File: src/rtl/mul_div_unit.sv
//==============================================================================
// mul_div_unit : iterative radix-2 MULT/MULTU/DIV/DIVU engine with HI/LO regs
// Revision     : 1.0
//==============================================================================
`default_nettype none

module mul_div_unit #(
  parameter int WIDTH = 32
) (
  input  logic             clk,
  input  logic             rst_n,
  input  logic             start,
  input  logic [1:0]       mdop,
  input  logic [WIDTH-1:0] opA,
  input  logic [WIDTH-1:0] opB,
  output logic             busy,
  output logic             done,
  output logic [WIDTH-1:0] hi,
  output logic [WIDTH-1:0] lo,
  output logic             div_by_zero
);

  localparam int            CW   = $clog2(WIDTH);
  localparam logic [CW-1:0] LAST = CW'(WIDTH - 1);

  typedef enum logic [1:0] {
    S_IDLE = 2'd0,
    S_CALC = 2'd1,
    S_FIX  = 2'd2
  } state_t;

  state_t             state_q, state_d;
  logic [CW-1:0]      cnt_q, cnt_d;
  logic [1:0]         op_q, op_d;
  logic [WIDTH-1:0]   b_q, b_d;
  logic [2*WIDTH-1:0] acc_q, acc_d;
  logic               neg_res_q, neg_res_d;
  logic               neg_rem_q, neg_rem_d;
  logic [WIDTH-1:0]   hi_q, hi_d;
  logic [WIDTH-1:0]   lo_q, lo_d;
  logic               busy_q, busy_d;
  logic               done_q, done_d;
  logic               dbz_q, dbz_d;

  // Signed ops work on magnitudes; signs are reapplied in FIX.
  logic             a_neg, b_neg;
  logic [WIDTH-1:0] a_mag, b_mag;
  assign a_neg = ~mdop[0] & opA[WIDTH-1];
  assign b_neg = ~mdop[0] & opB[WIDTH-1];
  assign a_mag = a_neg ? -opA : opA;
  assign b_mag = b_neg ? -opB : opB;

  // Multiply: acc = {partial product, remaining multiplier bits}.
  logic [WIDTH:0]     mul_sum;
  logic [2*WIDTH-1:0] mul_next;
  assign mul_sum  = {1'b0, acc_q[2*WIDTH-1:WIDTH]} + {1'b0, b_q};
  assign mul_next = acc_q[0] ? {mul_sum, acc_q[WIDTH-1:1]}
                             : {1'b0, acc_q[2*WIDTH-1:1]};

  // Restoring divide: acc = {partial remainder, dividend/quotient bits}.
  logic [WIDTH:0]     div_trial;
  logic [2*WIDTH-1:0] div_next;
  assign div_trial = acc_q[2*WIDTH-1:WIDTH-1] - {1'b0, b_q};
  assign div_next  = div_trial[WIDTH] ? {acc_q[2*WIDTH-2:0], 1'b0}
                                      : {div_trial[WIDTH-1:0], acc_q[WIDTH-2:0], 1'b1};

  logic [2*WIDTH-1:0] prod_fix;
  logic [WIDTH-1:0]   quo_fix, rem_fix;
  assign prod_fix = neg_res_q ? -acc_q : acc_q;
  assign quo_fix  = neg_res_q ? -acc_q[WIDTH-1:0] : acc_q[WIDTH-1:0];
  assign rem_fix  = neg_rem_q ? -acc_q[2*WIDTH-1:WIDTH] : acc_q[2*WIDTH-1:WIDTH];

  always_comb begin
    state_d   = state_q;
    cnt_d     = cnt_q;
    op_d      = op_q;
    b_d       = b_q;
    acc_d     = acc_q;
    neg_res_d = neg_res_q;
    neg_rem_d = neg_rem_q;
    hi_d      = hi_q;
    lo_d      = lo_q;
    busy_d    = busy_q;
    done_d    = 1'b0;
    dbz_d     = dbz_q;
    case (state_q)
      S_IDLE: begin
        if (start) begin
          op_d      = mdop;
          b_d       = b_mag;
          acc_d     = {{WIDTH{1'b0}}, a_mag};
          neg_res_d = a_neg ^ b_neg;
          neg_rem_d = a_neg;
          cnt_d     = '0;
          busy_d    = 1'b1;
          if (mdop[1] && (opB == '0)) begin
            dbz_d   = 1'b1;
            state_d = S_FIX;
          end else begin
            dbz_d   = 1'b0;
            state_d = S_CALC;
          end
        end
      end
      S_CALC: begin
        acc_d = op_q[1] ? div_next : mul_next;
        cnt_d = cnt_q + CW'(1);
        if (cnt_q == LAST) state_d = S_FIX;
      end
      S_FIX: begin
        if (!dbz_q) begin
          if (op_q[1]) begin
            hi_d = rem_fix;
            lo_d = quo_fix;
          end else begin
            {hi_d, lo_d} = prod_fix;
          end
        end
        done_d  = 1'b1;
        busy_d  = 1'b0;
        state_d = S_IDLE;
      end
      default: begin
        busy_d  = 1'b0;
        state_d = S_IDLE;
      end
    endcase
  end

  always_ff @(posedge clk or negedge rst_n) begin
    if (!rst_n) begin
      state_q   <= S_IDLE;
      cnt_q     <= '0;
      op_q      <= '0;
      b_q       <= '0;
      acc_q     <= '0;
      neg_res_q <= 1'b0;
      neg_rem_q <= 1'b0;
      hi_q      <= '0;
      lo_q      <= '0;
      busy_q    <= 1'b0;
      done_q    <= 1'b0;
      dbz_q     <= 1'b0;
    end else begin
      state_q   <= state_d;
      cnt_q     <= cnt_d;
      op_q      <= op_d;
      b_q       <= b_d;
      acc_q     <= acc_d;
      neg_res_q <= neg_res_d;
      neg_rem_q <= neg_rem_d;
      hi_q      <= hi_d;
      lo_q      <= lo_d;
      busy_q    <= busy_d;
      done_q    <= done_d;
      dbz_q     <= dbz_d;
    end
  end

  assign busy        = busy_q;
  assign done        = done_q;
  assign hi          = hi_q;
  assign lo          = lo_q;
  assign div_by_zero = dbz_q;

endmodule

`default_nettype wire
File: config.mk
export PLATFORM = sky130hd
export DESIGN_NAME = mul_div_unit
export DESIGN_NICKNAME = d
export VERILOG_FILES = /design/src/rtl/mul_div_unit.sv
export SDC_FILE = /design/constraint.sdc
export NUM_CORES = 1
export LEC_CHECK = 0
export CAP_MARGIN = 40
export CORE_UTILIZATION = 30
export CTS_CLUSTER_SIZE = 14
export DETAILED_ROUTE_END_ITERATION = 16
export GPL_TIMING_DRIVEN = 0
export HOLD_SLACK_MARGIN = 0.06
export PLACE_DENSITY = 0.54
export REMOVE_ABC_BUFFERS = 1
export SYNTH_ARGS = -nofsm -noshare
export SYNTH_HDL_FRONTEND = slang
export SYNTH_SLANG_ARGS = --single-unit
export TNS_END_PERCENT = 30
File: constraint.sdc
create_clock -name clk -period 5.6 [get_ports clk]
set_clock_uncertainty 0.2 [all_clocks]
set_input_delay 1.12 -clock clk [delete_from_list [all_inputs] [get_ports clk]]
set_output_delay 1.12 -clock clk [all_outputs]
set_load 0.02 [all_outputs]
==> results.sh, run 1 <==
export IMPL_status="completed"
export IMPL_hold_viol=0
export IMPL_hp_class="reg -> reg"
export IMPL_vias=13700
export IMPL_dp_cells=2484
export IMPL_ys_flop_type="dfrtp_1"
export IMPL_synth_edf_count=0
export IMPL_wl_per_cell_um=18.6
export IMPL_grt_max_degree=104
export IMPL_coreArea_sq_mm=0.0470
export IMPL_grt_pass1_wl_um=74800
export IMPL_ys_seq_area_share_pct=30.0
export IMPL_cts_max_level=4
export IMPL_slew_violations=0
export IMPL_end_kind="flop"
export IMPL_path_max_fanout=10
export IMPL_finalWorstSetupSlack_ps=878
export IMPL_synth_cell_type_count=76
export IMPL_p_per_area_mw_per_mm2=669
export IMPL_muxShareOfSynthArea_pct=4.17
export IMPL_synth_top_cell_area_share_pct=30.0
export IMPL_die_y_um=221
export IMPL_holdPathStages=2
export IMPL_yosys_top_cells_area="dfrtp_1 (30%), o21ai_0 (7.7%), nand2_1 (6.9%)"
export IMPL_clk_pin_slew_ps=80
export IMPL_synth_top_family_by_area="compound AO/OA/AOI/OAI gates"
export IMPL_clk_path_buf_depth=2
export IMPL_cp_arrival_ps=4900
export IMPL_synth_fa_ha_area_share_pct=6.35
export IMPL_rr_startpoint="acc_q[32]"
export IMPL_io_pins=136
export IMPL_reg2reg_to="acc_q[59]"
export IMPL_drive_gt1_share_pct=5.03
export IMPL_post_place_ws_ps=382
export IMPL_fin_crit_sh_pct=84.3
export IMPL_postCtsHoldBufs=0
export IMPL_worstSetupPathType="reg -> reg"
export IMPL_ir_drop_mv=0.301
export IMPL_drtAntennaViolNets=0
export IMPL_drc=0
export IMPL_cap_violations=0
export IMPL_maxSlewHeadroom_pct=36.7
export IMPL_grt_setup_unrepaired="no"
export IMPL_rows=79
export IMPL_start_util_pct=30.7
export IMPL_worstMarginPinSlew_ps=949
export IMPL_instances_no_fill=2517
export IMPL_reg2regPathDepth=13
export IMPL_die_area_sq_mm=0.0490
export IMPL_antenna_found_initial=1
export IMPL_postCtsSetupRepairBufs=0
export IMPL_grt_overflow=0
export IMPL_first_global_vias=13200
export IMPL_drt_total_wl_um=46900
export IMPL_syn_to_final_growth_pct=18.2
export IMPL_syn_inst=1838
export IMPL_globalplace_congestion=0.940
export IMPL_crit_path_start_kind="flop"
export IMPL_root_buffer="clkbuf_16"
export IMPL_synth_top_cell_by_area="dfrtp_1"
export IMPL_die_x_um=221
export IMPL_synth_xor_area_share_pct=10.4
export IMPL_synth_area_per_cell_sq_um=7.85
export IMPL_firstDrtPassIters=7
export IMPL_setup_viol=0
export IMPL_synth_compound_area_share_pct=24.5
export IMPL_rrSetupSlack_ps=880
export IMPL_holdPathEnd="lo[4]"
export IMPL_fin_crit_ps=4720
export IMPL_ys_seq_elements=173
export IMPL_drt_iter0_drc=995
export IMPL_ys_async_sr_fraction_pct=100
export IMPL_p_leak_uw=0.00687
export IMPL_clock_fmax_mhz=212
export IMPL_viasPerCell=5.46
export IMPL_clk_latency_ps=480
export IMPL_synth_simple_area_share_pct=19.6
export IMPL_nets=2037
export IMPL_crit_required_ps=5780
export IMPL_tritoncts="done"
export IMPL_netlist_area_sq_mm=0.0144
export IMPL_numPortBuffers=135
export IMPL_cts_resized=0
export IMPL_utilization_pct=36.3
export IMPL_min_delay_start="lo[4]"
export IMPL_cts_sinks=173
export IMPL_timing_hold_ws_ps=278
export IMPL_synth_warnings=0
export IMPL_cts_made_buffers=17
export IMPL_track_usage_pct=19.2
export IMPL_dpl_hpwl_um=35900
==> cells in the mapped netlist (all sizes together) (7+ instances only) <==
cell	count
a31oi	16
o22ai	11
o21a	9
nand3	43
nor3	42
ha	70
o21ai	245
inv	64
mux2	9
nor2	118
o311ai	18
nand2	265
a211oi	13
o31ai	26
o211ai	14
nand2b	18
o41ai	18
and3	13
xor2	87
buf	12
nor2b	22
xnor2	84
a21oi	115
a22oi	7
nand4	11
dfrtp	173
or4	17
mux2i	50
clkbuf	106
nor4	15
or3	19
a21o	27
==> power breakdown <==
group          switching (uW)  internal, uW  total (uW)
clock                     630           592        1220
sequential                866          1690        2560
combinational            4470          3160        7630
total                    5970          5440       11400
==> worst max-delay path by stage <==
| stage | from | endpoint | slack [ps] | cells after the start |
|---|---|---|---|---|
| 2_1_floorplan | start | busy | -790 | 3 |
| 3_3_place_gp | rst_n | b_q[17] | -4620 | 1 |
| 3_5_place_dp | opB[0] | state_q[1] | 380 | 12 |
| 4_1_cts | opB[0] | state_q[1] | 870 | 12 |
| 5_1_grt | opB[0] | state_q[1] | 640 | 12 |
| 6_report | acc_q[32] | acc_q[59] | 880 | 13 |
==> layout make-up <==
cell class                 count  area, sq um
clock buffer                  17          425
inverter                      64          240
fill                        4848        29900
tap                          607          759
antenna                        1         2.50
clock inverter                15          153
timing repair buffer         157         1700
sequential                   173         4330
multi-input combinational   1483         9440
==> registers in the layout, indices dropped and copies added (netlist names), 2 cells and up <==
name     flops
hi          32
cnt_q        5
state_q      2
b_q         32
acc_q       64
lo          32
==> placed cells by master (no fill, tap or decap), types with 27 or more instances in the layout <==
master	instances
mux2i_1	50
ha_1	70
clkdlybuf4s50_1	134
nand3_1	43
nor2_1	118
dfrtp_1	172
nor3_1	41
nand2_1	265
a21o_1	27
o21ai_0	223
xor2_1	86
a21oi_1	112
xnor2_1	83
inv_1	64
==> metal layers <==
metal  vias up  global-route usage (%)  share of wire, %
li1       6714                       -                 -
met1      6554                    26.1                47
met2       388                    30.2                45
met3        82                    2.34               4.3
met4         0                    9.07               3.8
met5         -                       0                 0
==> cells by family (layout without fill, tap and decap cells) <==
logic type                 after synthesis  in the layout
muxes                                   59             59
buffers and inverters                  182            253
adders and majority gates               72             72
and+or+nand+nor                        607            607
xor gates and xnor gates               171            171
DFF                                    173            173
AOI/OAI and AO/OA                      574            574
other                                    0              1
==> worst max-delay path, cell delays in order (launching register included) <==
cell	delay, ps
dfrtp_1	570
ha_1	300
inv_1	70
fa_1	380
nor2b_1	260
o211ai_1	170
a31oi_1	520
a31oi_1	290
o41ai_1	820
buf_2	290
a211oi_1	90
xor2_1	160
a211o_1	300
a22oi_1	180
==> per-stage QoR <==
stage / total power [uW] / cell area, sq um / setup TNS (ps)
after floorplan: 7730 / 14000 / -33950
after global placement: 9840 / 16100 / -1128950
after detailed placement: 10100 / 16500 / 0
after CTS: 11400 / 17000 / 0
after global routing: 12400 / 17000 / 0
final: 11400 / 17000 / 0
Note: power is estimated with default switching activity, not from simulation.
==> inputs of run 2 (changes only) <==
==> constraint.sdc (replaced) <==
create_clock -name clk -period 4.82 [get_ports clk]
set_clock_uncertainty 0.2 [all_clocks]
set_input_delay 0.964 -clock clk [delete_from_list [all_inputs] [get_ports clk]]
set_output_delay 0.964 -clock clk [all_outputs]
set_load 0.02 [all_outputs]
==> run 2 against run 1 <==
  * Die area stayed put
  * Sequential share of layout area about the same
  * Non-clock buffer count is the same
  * Count of clock-buffer cells in the layout unchanged
  * Sequential power increased by 16%
  * Worst hold slack barely moved
  * Flip-flop and latch count is the same
  * Power rose by 16%
  * Cell count did not move
  * Fmax increased by 2.2%
  * Design area about the same
  * Largest power group unchanged
==> results.sh, run 2 (synthesis results as in run 1) <==
export IMPL_status="completed"
export IMPL_grt_pass1_wl_um=74800
export IMPL_clock_fmax_mhz=217
export IMPL_maxSlewHeadroom_pct=36.2
export IMPL_utilization_pct=36.3
export IMPL_tritoncts="done"
export IMPL_track_usage_pct=19.2
export IMPL_drt_total_wl_um=46900
export IMPL_regMostFlops="acc_q"
export IMPL_clk_pin_slew_ps=80
export IMPL_die_area_sq_mm=0.0490
export IMPL_fillerInstances=4845
export IMPL_start_util_pct=30.7
export IMPL_holdPathStages=2
export IMPL_clk_path_buf_depth=2
export IMPL_setup_tns_ps=0
export IMPL_firstDrtPassIters=7
export IMPL_nets=2037
export IMPL_rr_startpoint="acc_q[32]"
export IMPL_min_delay_start="lo[4]"
export IMPL_end_kind="flop"
export IMPL_wl_met2_um=21100
export IMPL_root_buffer="clkbuf_16"
export IMPL_grt_max_degree=104
export IMPL_globalplace_congestion=0.940
export IMPL_worstPathCellList="inv_1 -> fa_1 -> nand2b_1 -> a21oi_1 -> o211ai_1 -> a31oi_2 -> a21oi_1 -> o41ai_4 -> buf_6 -> xor2_2 -> buf_6 -> mux2_2 -> o21ai_1"
export IMPL_instances_no_fill=2517
export IMPL_wl_per_cell_um=18.6
export IMPL_holdPathEnd="lo[4]"
export IMPL_slew_violations=0
export IMPL_drive_gt1_share_pct=5.08
export IMPL_worstSetupPathType="reg -> reg"
export IMPL_drtAntennaViolNets=0
export IMPL_rows=79
export IMPL_cts_sinks=173
export IMPL_drt_iter0_drc=983
export IMPL_drc=0
export IMPL_placed_cell_area_sq_mm=0.0165
export IMPL_viasPerCell=5.45
export IMPL_worstMarginPinSlew_ps=957
export IMPL_die_x_um=221
export IMPL_largest_reg_flops=64
export IMPL_fin_crit_sh_pct=95.8
export IMPL_setup_viol=0
export IMPL_postCtsSetupRepairBufs=0
export IMPL_max_stage_delay_ps=570
export IMPL_coreArea_sq_mm=0.0470
export IMPL_post_place_ws_ps=-242
export IMPL_die_y_um=221
export IMPL_dr_wl_met3_um=2000
export IMPL_p_per_area_mw_per_mm2=778
export IMPL_grt_setup_unrepaired="no"
export IMPL_first_global_vias=13200
export IMPL_dpl_hpwl_um=35900
export IMPL_syn_to_final_growth_pct=18.2
export IMPL_vias=13700
export IMPL_cp_arrival_ps=4800
export IMPL_crit_required_ps=5010
export IMPL_clk_latency_ps=480
export IMPL_fin_area_sq_mm=0.0171
export IMPL_numPortBuffers=135
export IMPL_antenna_found_initial=1
export IMPL_hold_viol=0
export IMPL_crit_path_start_kind="flop"
export IMPL_cts_max_level=4
export IMPL_met1_length_um=22100
export IMPL_final_common_cell="nand2_1"
export IMPL_ir_drop_mv=0.348
export IMPL_top_layer="met4"
export IMPL_final_cell_mix="nand2_1 (265), o21ai_0 (223), dfrtp_1 (172)"
export IMPL_p_leak_uw=0.00687
export IMPL_slowest_stage="dfrtp_1"
export IMPL_finalWorstSetupSlack_ps=202
export IMPL_reg2reg_to="acc_q[47]"
export IMPL_cts_made_buffers=17
export IMPL_io_pins=136
export IMPL_hp_class="reg -> reg"
export IMPL_cap_violations=0
export IMPL_grt_overflow=0
export IMPL_path_max_fanout=13
export IMPL_dp_cells=2484
export IMPL_fin_crit_ps=4620
export IMPL_rrSetupSlack_ps=200
export IMPL_reg2regPathDepth=13
run 2: through the flow:
| stage | power (uW) | hold WS (ps) |
|---|---|---|
| 6_report | 13300 | 278 |
| 4_1_cts | 13200 | 289 |
| 5_1_grt | 14400 | 309 |
| 2_1_floorplan | 8980 | 249 |
| 3_3_place_gp | 11400 | 267 |
| 3_5_place_dp | 11700 | 270 |
run 2: area by class of cell:
class                   instances  area (sq um)  share of cell area [%]
diodes                          1          2.50                  0.0147
clock buffers                  17           425                    2.49
clock inverters                15           153                   0.895
inverters                      64           240                    1.41
multi-input cells            1483          9440                    55.4
flip-flops and latches        173          4330                    25.4
well taps                     607           759                    4.45
repair buffers                157          1700                    9.94
run 2: power by group:
part	leakage (uW)	internal [uW]	switching, uW
Clock	0.000273	687	730
Sequential	0.00221	1970	1000
Combinational	0.00439	3670	5210
run 2: critical path: cells and delay by family (launching register included):
kind,cells,cell delay [ps]
xor+xnor,1,460
fa+ha+maj,1,440
buf+inv,3,630
compound gates,6,1680
mux,1,350
flops,1,570
simple gates,1,180
run 2: what timing repair did:
action | in CTS | in global routing
setup endpoints to repair | 0 | 2
resized for setup | 0 | 1
hold buffers | 0 | 0
endpoints found under the hold margin | 0 | 0
run 2: worst max path at each step:
stage | slack (ps) | end | start
final | 200 | acc_q[47] | acc_q[32]
after global routing | 20 | state_q[1] | opB[0]
after CTS | 210 | acc_q[59] | acc_q[32]
after detailed placement | -240 | state_q[1] | opB[0]
after global placement | -5250 | b_q[17] | rst_n
after floorplan | -1420 | busy | start
run 2: layer usage:
layer  GRT usage (%)  vias up
li1                -     6707
met1            26.1     6535
met2            30.2      394
met3            2.34       78
met4            9.07        0
met5               0        -
